==> config.mk <==
export PLATFORM = sky130hd
export DESIGN_NAME = game_screen_ctrl_flat
export DESIGN_NICKNAME = d
export VERILOG_FILES = /design/src/rtl/game_screen_ctrl_pkg.sv /design/src/rtl/game_screen_ctrl_if.sv /design/src/rtl/key_edge_detect.sv /design/src/rtl/game_screen_ctrl.sv /design/src/flat_wrapper.sv
export SDC_FILE = /design/constraint.sdc
export NUM_CORES = 1
export LEC_CHECK = 0
export CORE_ASPECT_RATIO = 1.25
export CORE_MARGIN = 5
export CORE_UTILIZATION = 40
export DETAILED_ROUTE_END_ITERATION = 6
export GPL_ROUTABILITY_DRIVEN = 0
export PLACE_DENSITY = 0.62
export SYNTH_ARGS = -nofsm -noshare
export SYNTH_HDL_FRONTEND = slang
export SYNTH_SLANG_ARGS = --single-unit
==> constraint.sdc <==
create_clock -name clk -period 1.63 [get_ports clk]
set_input_delay 0.326 -clock clk [delete_from_list [all_inputs] [get_ports clk]]
set_output_delay 0.326 -clock clk [all_outputs]
set_load 0.01 [all_outputs]
==> src/rtl/game_screen_ctrl_pkg.sv <==
// Shared screen-controller types and helpers, also used by LED/debug and top-level blocks.
package game_screen_ctrl_pkg;

   // Screen FSM encoding; ST_BAD is never entered on purpose and recovers to ST_START.
   typedef enum logic [1:0] {
      ST_START = 2'd0,
      ST_PLAY  = 2'd1,
      ST_OVER  = 2'd2,
      ST_BAD   = 2'd3
   } screen_state_t;

   // Largest of three frame limits, used to size the shared frame counter.
   function automatic int unsigned max3(input int unsigned a, input int unsigned b,
                                        input int unsigned c);
      int unsigned m;
      m = (a > b) ? a : b;
      return (m > c) ? m : c;
   endfunction

endpackage

==> src/rtl/game_screen_ctrl_if.sv <==
// Signal bundle between the screen controller and game logic / video mixer.
interface game_screen_ctrl_if;
   logic       startKey;
   logic       frameTick;
   logic       gameOver;
   logic       startDR;
   logic       startDRout;
   logic       gameEn;
   logic       gameRestart;
   logic [1:0] screenState;

   // Master side drives the raw inputs and observes the controller outputs.
   modport master (
      output startKey, frameTick, gameOver, startDR,
      input  startDRout, gameEn, gameRestart, screenState
   );

   // Slave side is the controller itself.
   modport slave (
      input  startKey, frameTick, gameOver, startDR,
      output startDRout, gameEn, gameRestart, screenState
   );
endinterface

==> src/rtl/key_edge_detect.sv <==
// Two-flop synchronizer plus rising-edge detector for an asynchronous push button.
module key_edge_detect (
   input  logic clk,
   input  logic resetN,
   input  logic key,
   output logic press
);
   logic sync1_q, sync2_q, prev_q;

   // Synchronize the raw level and keep one delayed copy for edge detection.
   always_ff @(posedge clk or negedge resetN) begin
      if (!resetN) begin
         sync1_q <= 1'b0;
         sync2_q <= 1'b0;
         prev_q  <= 1'b0;
      end else begin
         sync1_q <= key;
         sync2_q <= sync1_q;
         prev_q  <= sync2_q;
      end
   end

   // One-clk pulse per press.
   assign press = sync2_q & ~prev_q;

endmodule

==> src/rtl/game_screen_ctrl.sv <==
// Start / play / game-over screen sequencer with blinking start-screen gate.
module game_screen_ctrl
   import game_screen_ctrl_pkg::*;
#(
   parameter int unsigned BLINK_FRAMES = 30,
   parameter int unsigned OVER_FRAMES  = 180,
   parameter int unsigned ARM_FRAMES   = 15
) (
   input logic               clk,
   input logic               resetN,
   game_screen_ctrl_if.slave bus
);
   localparam int unsigned CNT_MAX = max3(BLINK_FRAMES, OVER_FRAMES, ARM_FRAMES);
   localparam int unsigned CNT_W   = $clog2(CNT_MAX + 1);
   localparam int unsigned BLINK_W = $clog2(BLINK_FRAMES + 1);

   localparam logic [CNT_W-1:0]   CNT_SAT    = CNT_W'(CNT_MAX);
   localparam logic [CNT_W-1:0]   ARM_LAST   = CNT_W'(ARM_FRAMES - 1);
   localparam logic [CNT_W-1:0]   OVER_LAST  = CNT_W'(OVER_FRAMES - 1);
   localparam logic [BLINK_W-1:0] BLINK_LAST = BLINK_W'(BLINK_FRAMES - 1);

   screen_state_t      state_q, state_d;
   logic [CNT_W-1:0]   frame_cnt_q, frame_cnt_d;
   logic [BLINK_W-1:0] blink_cnt_q, blink_cnt_d;
   logic               blink_q, blink_d;
   logic               armed_q, armed_d;
   logic               game_en_q, restart_q;
   logic               key_press;
   logic               state_change;

   key_edge_detect u_key_edge (
      .clk    (clk),
      .resetN (resetN),
      .key    (bus.startKey),
      .press  (key_press)
   );

   assign state_change = (state_d != state_q);

   // State, counters and registered outputs.
   always_ff @(posedge clk or negedge resetN) begin
      if (!resetN) begin
         state_q     <= ST_START;
         frame_cnt_q <= '0;
         blink_cnt_q <= '0;
         blink_q     <= 1'b1;
         armed_q     <= 1'b0;
         game_en_q   <= 1'b0;
         restart_q   <= 1'b0;
      end else begin
         state_q     <= state_d;
         frame_cnt_q <= frame_cnt_d;
         blink_cnt_q <= blink_cnt_d;
         blink_q     <= blink_d;
         armed_q     <= armed_d;
         game_en_q   <= (state_d == ST_PLAY);
         restart_q   <= (state_d == ST_PLAY) && (state_q != ST_PLAY);
      end
   end

   // Next-state decision; gameOver beats a simultaneous key press since keys are ignored in play.
   always_comb begin
      state_d = state_q;
      case (state_q)
         ST_START: if (armed_q && key_press) state_d = ST_PLAY;
         ST_PLAY:  if (bus.gameOver) state_d = ST_OVER;
         ST_OVER:  if (bus.frameTick && (frame_cnt_q == OVER_LAST)) state_d = ST_START;
         default:  state_d = ST_START;
      endcase
   end

   // Frame/blink counters; a tick on the clk of a state change is dropped, not carried over.
   always_comb begin
      frame_cnt_d = frame_cnt_q;
      blink_cnt_d = blink_cnt_q;
      blink_d     = blink_q;
      armed_d     = armed_q;
      if (state_change) begin
         frame_cnt_d = '0;
         blink_cnt_d = '0;
         blink_d     = 1'b1;
         armed_d     = 1'b0;
      end else if (bus.frameTick) begin
         if (frame_cnt_q != CNT_SAT) frame_cnt_d = frame_cnt_q + 1'b1;
         if (state_q == ST_START) begin
            if (frame_cnt_q == ARM_LAST) armed_d = 1'b1;
            if (blink_cnt_q == BLINK_LAST) begin
               blink_cnt_d = '0;
               blink_d     = ~blink_q;
            end else begin
               blink_cnt_d = blink_cnt_q + 1'b1;
            end
         end
      end
   end

   // Outputs; startDRout stays combinational so the pixel path gains no latency.
   always_comb begin
      bus.startDRout  = bus.startDR & (state_q == ST_START) & blink_q;
      bus.gameEn      = game_en_q;
      bus.gameRestart = restart_q;
      bus.screenState = state_q;
   end

endmodule
==> src/flat_wrapper.sv <==
// flat-port wrapper written by rule: the top's interface ports become plain ports
module game_screen_ctrl_flat import game_screen_ctrl_pkg::*;
#(
   parameter int unsigned BLINK_FRAMES = 30,
   parameter int unsigned OVER_FRAMES  = 180,
   parameter int unsigned ARM_FRAMES   = 15
)
  (clk, resetN, bus_startKey, bus_frameTick, bus_gameOver, bus_startDR, bus_startDRout, bus_gameEn, bus_gameRestart, bus_screenState);
  game_screen_ctrl_if bus_i ();
  input logic clk;
  input logic resetN;
  input wire logic [$bits(bus_i.startKey)-1:0] bus_startKey;
  input wire logic [$bits(bus_i.frameTick)-1:0] bus_frameTick;
  input wire logic [$bits(bus_i.gameOver)-1:0] bus_gameOver;
  input wire logic [$bits(bus_i.startDR)-1:0] bus_startDR;
  output wire logic [$bits(bus_i.startDRout)-1:0] bus_startDRout;
  output wire logic [$bits(bus_i.gameEn)-1:0] bus_gameEn;
  output wire logic [$bits(bus_i.gameRestart)-1:0] bus_gameRestart;
  output wire logic [$bits(bus_i.screenState)-1:0] bus_screenState;
  assign bus_i.startKey = bus_startKey;
  assign bus_i.frameTick = bus_frameTick;
  assign bus_i.gameOver = bus_gameOver;
  assign bus_i.startDR = bus_startDR;
  assign bus_startDRout = bus_i.startDRout;
  assign bus_gameEn = bus_i.gameEn;
  assign bus_gameRestart = bus_i.gameRestart;
  assign bus_screenState = bus_i.screenState;
  game_screen_ctrl #(.BLINK_FRAMES(BLINK_FRAMES), .OVER_FRAMES(OVER_FRAMES), .ARM_FRAMES(ARM_FRAMES)) u_core (.clk(clk), .resetN(resetN), .bus(bus_i));
endmodule
==> summary.txt, run 1 <==
final cell count without fillers: 172
Detailed Route WL: 2.166 mm
DRC Markers: 0
relative slew slack: 0.7741
Post-Syn Area per Cell: 9.987 um^2
largest net degree at the start of global routing: 23
Syn Inst Count: 112
Syn Nets: 123
CTS clk-pin slew, worst paths: 0.12 ns
peak supply drop: 0.7828 mV
drt wl/cell: 12.59 um
TritonCTS clock tree: done
Unique masters post-synth: 33
first-pass GRT wire length: 3.919 mm
share of cells above drive strength 1: 0.2609
highest metal used: met4
RSZ-0062 raised after global routing: yes
Die ar.: 0.003961 mm^2
Detailed Route Iter0 Violations: 13
sequential share of the synthesized area: 0.4933
total gr overflow: 0
reg2reg start: u_core.frame_cnt_q[0]
clock latency on the worst-skew pair: 0.30 ns
status: completed
Worst Hold Class: in2async
fin nets: 150
multiplexer area fraction after synthesis: 0.008949
drt pass-1 iters: 4
wl on met1: 945 um
ANT nets after route: 0
CP Cell Sequence: ha_2 -> nand3b_1 -> o41ai_4 -> o21a_1 -> buf_6 -> or3b_1
LEAKAGE: 0.7007 nW
hpwl dp: 1.525 mm
fin area: 0.001455 mm^2
core area: 0.002680 mm^2
required time worst endpoint: 1.86 ns
area growth from synthesis to layout: 30.09%
Initial Util: 0.4174
xor and xnor area share after synthesis: 0.03915
main area contributors after synthesis: dfrtp_1 (47%), nor2_1 (5.7%), ha_1 (5.6%), xor2_1 (3.1%), nand2_1 (3.0%)
Chip Width: 57.30 um
antenna violations before repair: 0
Worst setup SP type: register
final setup vio count: 0
post-placement cell count: 161
critical path class: reg2reg
Synth area leader: dfrtp_1
Power, Total: 1.938 mW
PwrDens: 1332 mW/mm^2
num rows: 21
Num CTS Buffers: 3
Die Y: 69.13 um
IO buf count: 10
clk buf depth: 2
synth warn: 0
# diodes: 0
Via density: 5.105
synthesis-stage register bit count: 22
Worst Max-Slew Pin Slew: 0.3377 ns
H-tree depth: 1
# fillers: 263
Critical Path AT: 1.81 ns
io pins: 11
met2 WL post-DR: 1.129 mm
top-area cell type share of the netlist area: 0.4698
Synth Area in Adders: 0.05593
Final Cycle Share: 0.9647
Root Buffer: clkbuf_4
final hold violations: 0
max incr delay on CP: 0.42 ns
min Tclk post-route: 1.573 ns
vias in the first global route: 896
Crit Path Max Fanout: 7
Vias: 878
maximum clock rate: 635.9 MHz
Post-Synthesis Cell Area: 0.001119 mm^2
area of placed instances: 0.001297 mm^2
max-slew violation count: 0
CP max stage cell: dfrtp_1
CP Launch Point: u_core.frame_cnt_q[0]
largest family of logic cells by synthesized area: simple AND/OR/NAND/NOR gates
critical path endpoint category: register
simple-gate share of the synthesized area: 0.2461
DR WL met3: 48 um
Layout Skew: 0.003887 ns
worst hold slack: 0.3666 ns
CTS sink cnt: 22
overall routing resource usage: 0.1242
Compound-Gate Fraction of Synth Area: 0.1152
max-cap viol count: 0
## repair_timing
| action | in CTS | in global routing |
|---|---|---|
| setup endpoints to repair | 3 | 16 |
| setup buffers | 4 | 3 |
| hold buffers | 0 | 0 |
| cloned | 0 | 0 |
| resized for setup | 5 | 16 |
## cell usage after synthesis
| cell | instances |
|---|---|
| dfrtp_1 | 21 |
| nor2_1 | 17 |
| nand2_1 | 9 |
| nor3_1 | 6 |
| a21oi_1 | 5 |
| ha_1 | 5 |
| and3_1 | 4 |
| inv_1 | 4 |
| nand4_1 | 4 |
| xor2_1 | 4 |
| a211oi_1 | 2 |
| a311oi_1 | 2 |
| buf_4 | 2 |
| nand2b_1 | 2 |
| nand3_1 | 2 |
| nand3b_1 | 2 |
| nor3b_1 | 2 |
| o21ai_0 | 2 |
| o41ai_2 | 2 |
| or3b_1 | 2 |
| a31oi_1 | 1 |
| and2_1 | 1 |
| and4_1 | 1 |
| buf_2 | 1 |
| buf_6 | 1 |
| dfstp_2 | 1 |
| mux2i_1 | 1 |
| nor2b_1 | 1 |
| nor4_1 | 1 |
| o21a_1 | 1 |
| o21ai_1 | 1 |
| o21ba_2 | 1 |
| xnor2_1 | 1 |
## layout make-up
class,instances,area (um^2),area share
inverters,4,15.01,0.01032
flip-flops and latches,22,554.3,0.3809
multi-input cells,82,581.8,0.3998
repair buffers,26,225.2,0.1548
well taps,34,42.54,0.02923
clock buffers,4,36.28,0.02494
## per-layer routing
metal  GRT usage  vias to the layer above
li1            -                      446
met1      0.1502                      420
met2      0.2097                        8
met3     0.01866                        4
met4     0.06186                        0
met5           0                        -
## sequential cells by signal, indices dropped and copies added, names as in the netlist
name / count
u_core.armed_q: 1
u_core.blink_cnt_q: 5
u_core.blink_q: 1
u_core.bus.gameEn: 1
u_core.bus.gameRestart: 1
u_core.bus.screenState: 2
u_core.frame_cnt_q: 8
u_core.u_key_edge.prev_q: 1
u_core.u_key_edge.sync1_q: 1
u_core.u_key_edge.sync2_q: 1
## stage by stage
stage / setup slack (ns) / utilization / setup TNS [ns]
4_1_cts: 0.004942 / 0.5103 / 0
5_1_grt: -0.01482 / 0.5430 / -0.06772
3_3_place_gp: -0.2029 / 0.4841 / -2.604
6_report: 0.05746 / 0.5430 / 0
2_1_floorplan: 0.05560 / - / 0
3_5_place_dp: -0.2416 / 0.4841 / -2.831
## worst paths after layout
path	to	slack, ns	cells after the start
max	u_core.blink_q	0.06	6
max in group asynchronous	u_core.blink_q	0.98	2
min reg2reg	u_core.u_key_edge.sync2_q	0.37	0
max reg2reg	u_core.blink_q	0.06	6
min in group clk	u_core.u_key_edge.sync2_q	0.37	0
min	u_core.bus.gameRestart	0.37	2
## report_power, final
group	total (mW)	switching, mW	internal [mW]
clock network	0.291	0.155	0.136
logic	0.870	0.405	0.465
registers	0.777	0.117	0.660
total	1.94	0.678	1.26
## placed cells by master, fill, tap and decap left out, drive strengths merged, types with 2 or more instances in the layout
cell type      count
nor3b              2
nand3              2
dfrtp             21
and3               4
o21ai              3
nor3               6
o41ai              2
buf               17
nor2              17
a21oi              5
nand2              9
a311oi             2
nand4              4
nand2b             2
inv                4
or3b               2
ha                 5
clkdlybuf4s50      8
a211oi             2
clkbuf             4
nand3b             2
xor2               4
## critical path, delay by kind of cell (launching register included)
| family | cells | cell delay [ns] |
|---|---|---|
| buffers and inverters | 1 | 0.15 |
| and+or+nand+nor | 2 | 0.49 |
| DFF | 1 | 0.42 |
| AOI/OAI and AO/OA | 2 | 0.24 |
| adders and majority gates | 1 | 0.20 |
## cells by family (layout without fill, tap and decap cells)
kind of cell	count (synthesis)	after routing
compound gates	17	17
xor+xnor	5	5
fa+ha+maj	5	5
buf+inv	8	34
flops	22	22
mux	1	1
simple gates	54	54
Note: power is estimated with default switching activity, not from simulation.
==> run 2: changes to the inputs <==
--- a/config.mk
+++ b/config.mk
@@ -11,6 +11,7 @@
 export DETAILED_ROUTE_END_ITERATION = 6
 export GPL_ROUTABILITY_DRIVEN = 0
 export PLACE_DENSITY = 0.62
+export SLEW_MARGIN = 25
 export SYNTH_ARGS = -nofsm -noshare
 export SYNTH_HDL_FRONTEND = slang
 export SYNTH_SLANG_ARGS = --single-unit
==> results of run 2 <==
The final DEF is identical to that of run 1; final timing and power are the same.
==> run 3: changes to the inputs <==
--- a/config.mk
+++ b/config.mk
@@ -10,7 +10,7 @@
 export CORE_UTILIZATION = 40
 export DETAILED_ROUTE_END_ITERATION = 6
 export GPL_ROUTABILITY_DRIVEN = 0
-export PLACE_DENSITY = 0.62
+export PLACE_DENSITY_LB_ADDON = 0.05
 export SLEW_MARGIN = 25
 export SYNTH_ARGS = -nofsm -noshare
 export SYNTH_HDL_FRONTEND = slang
==> run 3 against run 2 <==
Clock power fell by 13%. Global-route usage decreased by 0.22 points. Combinational power is 7.4% lower. Sequential share of layout area is 1.3 points higher. Flip-flop and latch count stayed put. Worst hold slack worse by 0.0070 ns. Largest cell class is now registers. Largest power group unchanged.
==> summary.txt, run 3 (synthesized netlist as in run 1, its figures left out) <==
final setup vio count: 0
met2 WL post-DR: 1.126 mm
DR WL met3: 64 um
drt pass-1 iters: 4
vias in the first global route: 950
Detailed Route WL: 2.180 mm
Critical Path AT: 1.25 ns
core area: 0.002680 mm^2
Layout Skew: 0.001236 ns
R2R cell count: 4
Initial Util: 0.4174
antenna violations before repair: 0
Worst setup SP type: register
ANT nets after route: 0
# fillers: 274
total gr overflow: 0
H-tree depth: 1
RSZ-0062 raised after global routing: yes
combinational share of power: 0.447
post-placement cell count: 168
min Tclk post-route: 1.577 ns
largest net degree at the start of global routing: 23
TritonCTS clock tree: done
hpwl dp: 1.665 mm
overall routing resource usage: 0.1220
Via density: 5.029
Vias: 880
io pins: 11
Net Sw Frac: 0.3514
status: completed
Clk pwr share: 0.140
Die ar.: 0.003961 mm^2
Final Cycle Share: 0.9673
Core Util, Final: 0.5233
Chip Width: 57.30 um
CTS sink cnt: 22
Worst Max-Slew Pin Slew: 0.4000 ns
critical path class: reg2out
Root Buffer: clkbuf_4
Detailed Route Iter0 Violations: 9
area growth from synthesis to layout: 25.39%
wl on met1: 968 um
num rows: 21
Crit Path Max Fanout: 4
maximum clock rate: 634.2 MHz
share of cells above drive strength 1: 0.2270
DRC Markers: 0
max incr delay on CP: 0.54 ns
commonest non-fill, non-tap cell in the layout: dfrtp_1
clk buf depth: 2
IO buf count: 10
delay-heaviest family, CP: buffers and inverters
Top reg by flops: u_core.frame_cnt_q
Worst Path Buf+Inv: 1
Power, Total: 1.801 mW
clock latency on the worst-skew pair: 0.30 ns
Die Y: 69.13 um
Num CTS Buffers: 3
max-slew violation count: 0
CP Cell Sequence: clkdlybuf4s50_1
critical path endpoint category: primary output
PwrDens: 1284 mW/mm^2
max FFs per register: 8
LEAKAGE: 0.6689 nW
Power Internal: 1.168 mW
FF-to-FF setup slack: 0.07 ns
CTS clk-pin slew, worst paths: 0.12 ns
Sw Pwr: 0.6330 mW
fin nets: 153
reg2reg start: u_core.bus.screenState[0]
# diodes: 0
CP max stage cell: clkdlybuf4s50_1
Worst R2R End: u_core.blink_q
Sequential Power Share: 0.413
required time worst endpoint: 1.30 ns
drt wl/cell: 12.46 um
max-cap viol count: 0
peak supply drop: 0.7687 mV
final cell count without fillers: 175
most frequent cells in the layout: dfrtp_1 (20), buf_4 (19), nor2_1 (17)
first-pass GRT wire length: 3.960 mm
relative slew slack: 0.7304
Worst Hold Class: in2async
highest metal used: met4
final hold violations: 0
## run 3: cell types whose count changed in the layout (fill, tap and decap cells not counted), sizes merged
cell	previous run	this run
buf	17	20
dlygate4sd2	0	1
dlymetal6s2s	1	0
## run 3: layout make-up
cell class                 instances  area, um^2  share of cell area
sequential                        22       553.0              0.3943
multi-input combinational         82       529.3              0.3773
timing repair buffer              29       236.5              0.1686
tap                               34       42.54             0.03033
clock buffer                       4       26.28             0.01873
inverter                           4       15.01             0.01070
## run 3: power groups by stage
stage	clock, mW	combinational, mW	sequential [mW]
finish	0.252	0.806	0.744
global route	0.288	0.903	0.764
CTS	0.269	0.807	0.744
detailed placement	0	0.783	0.770
global placement	0	0.776	0.769
floorplan	0	0.451	0.767
## run 3: how the worst max path moves through the flow
| stage | startpoint | endpoint | slack [ns] | cells after the start |
|---|---|---|---|---|
| 5_1_grt | u_core.bus.screenState[0] | u_core.blink_cnt_q[2] | -0.02 | 6 |
| 3_3_place_gp | bus_frameTick | u_core.blink_cnt_q[1] | -0.23 | 6 |
| 3_5_place_dp | bus_frameTick | u_core.blink_q | -0.24 | 4 |
| 4_1_cts | u_core.frame_cnt_q[0] | u_core.blink_q | 0.01 | 6 |
| 6_report | u_core.bus.screenState[0] | bus_screenState[0] | 0.05 | 1 |
| 2_1_floorplan | u_core.bus.screenState[1] | u_core.blink_q | 0.06 | 5 |
## run 3: layer usage
layer / vias to the layer above / track usage
met2: 9 / 0.2097
met5: - / 0
met3: 2 / 0.02052
met1: 419 / 0.1490
met4: 0 / 0.04639
li1: 450 / -
## run 3: per-stage QoR
stage	hold WS, ns	setup TNS (ns)	worst slack, ns	area [um^2]
3_5_place_dp	0.3347	-3.088	-0.2411	1350
5_1_grt	0.3693	-0.04200	-0.01660	1403
6_report	0.3597	0	0.05323	1403
4_1_cts	0.3622	0	0.01023	1394
2_1_floorplan	0.03041	0	0.05560	1119
3_3_place_gp	0.3320	-2.299	-0.2266	1350
## run 3: what timing repair did
action                                  in CTS  in global routing
gates resized for setup                      6                  4
hold buffers                                 0                  0
endpoints found under the setup margin       3                 11
setup buffers                                3                  0
pin swaps                                    0                  0
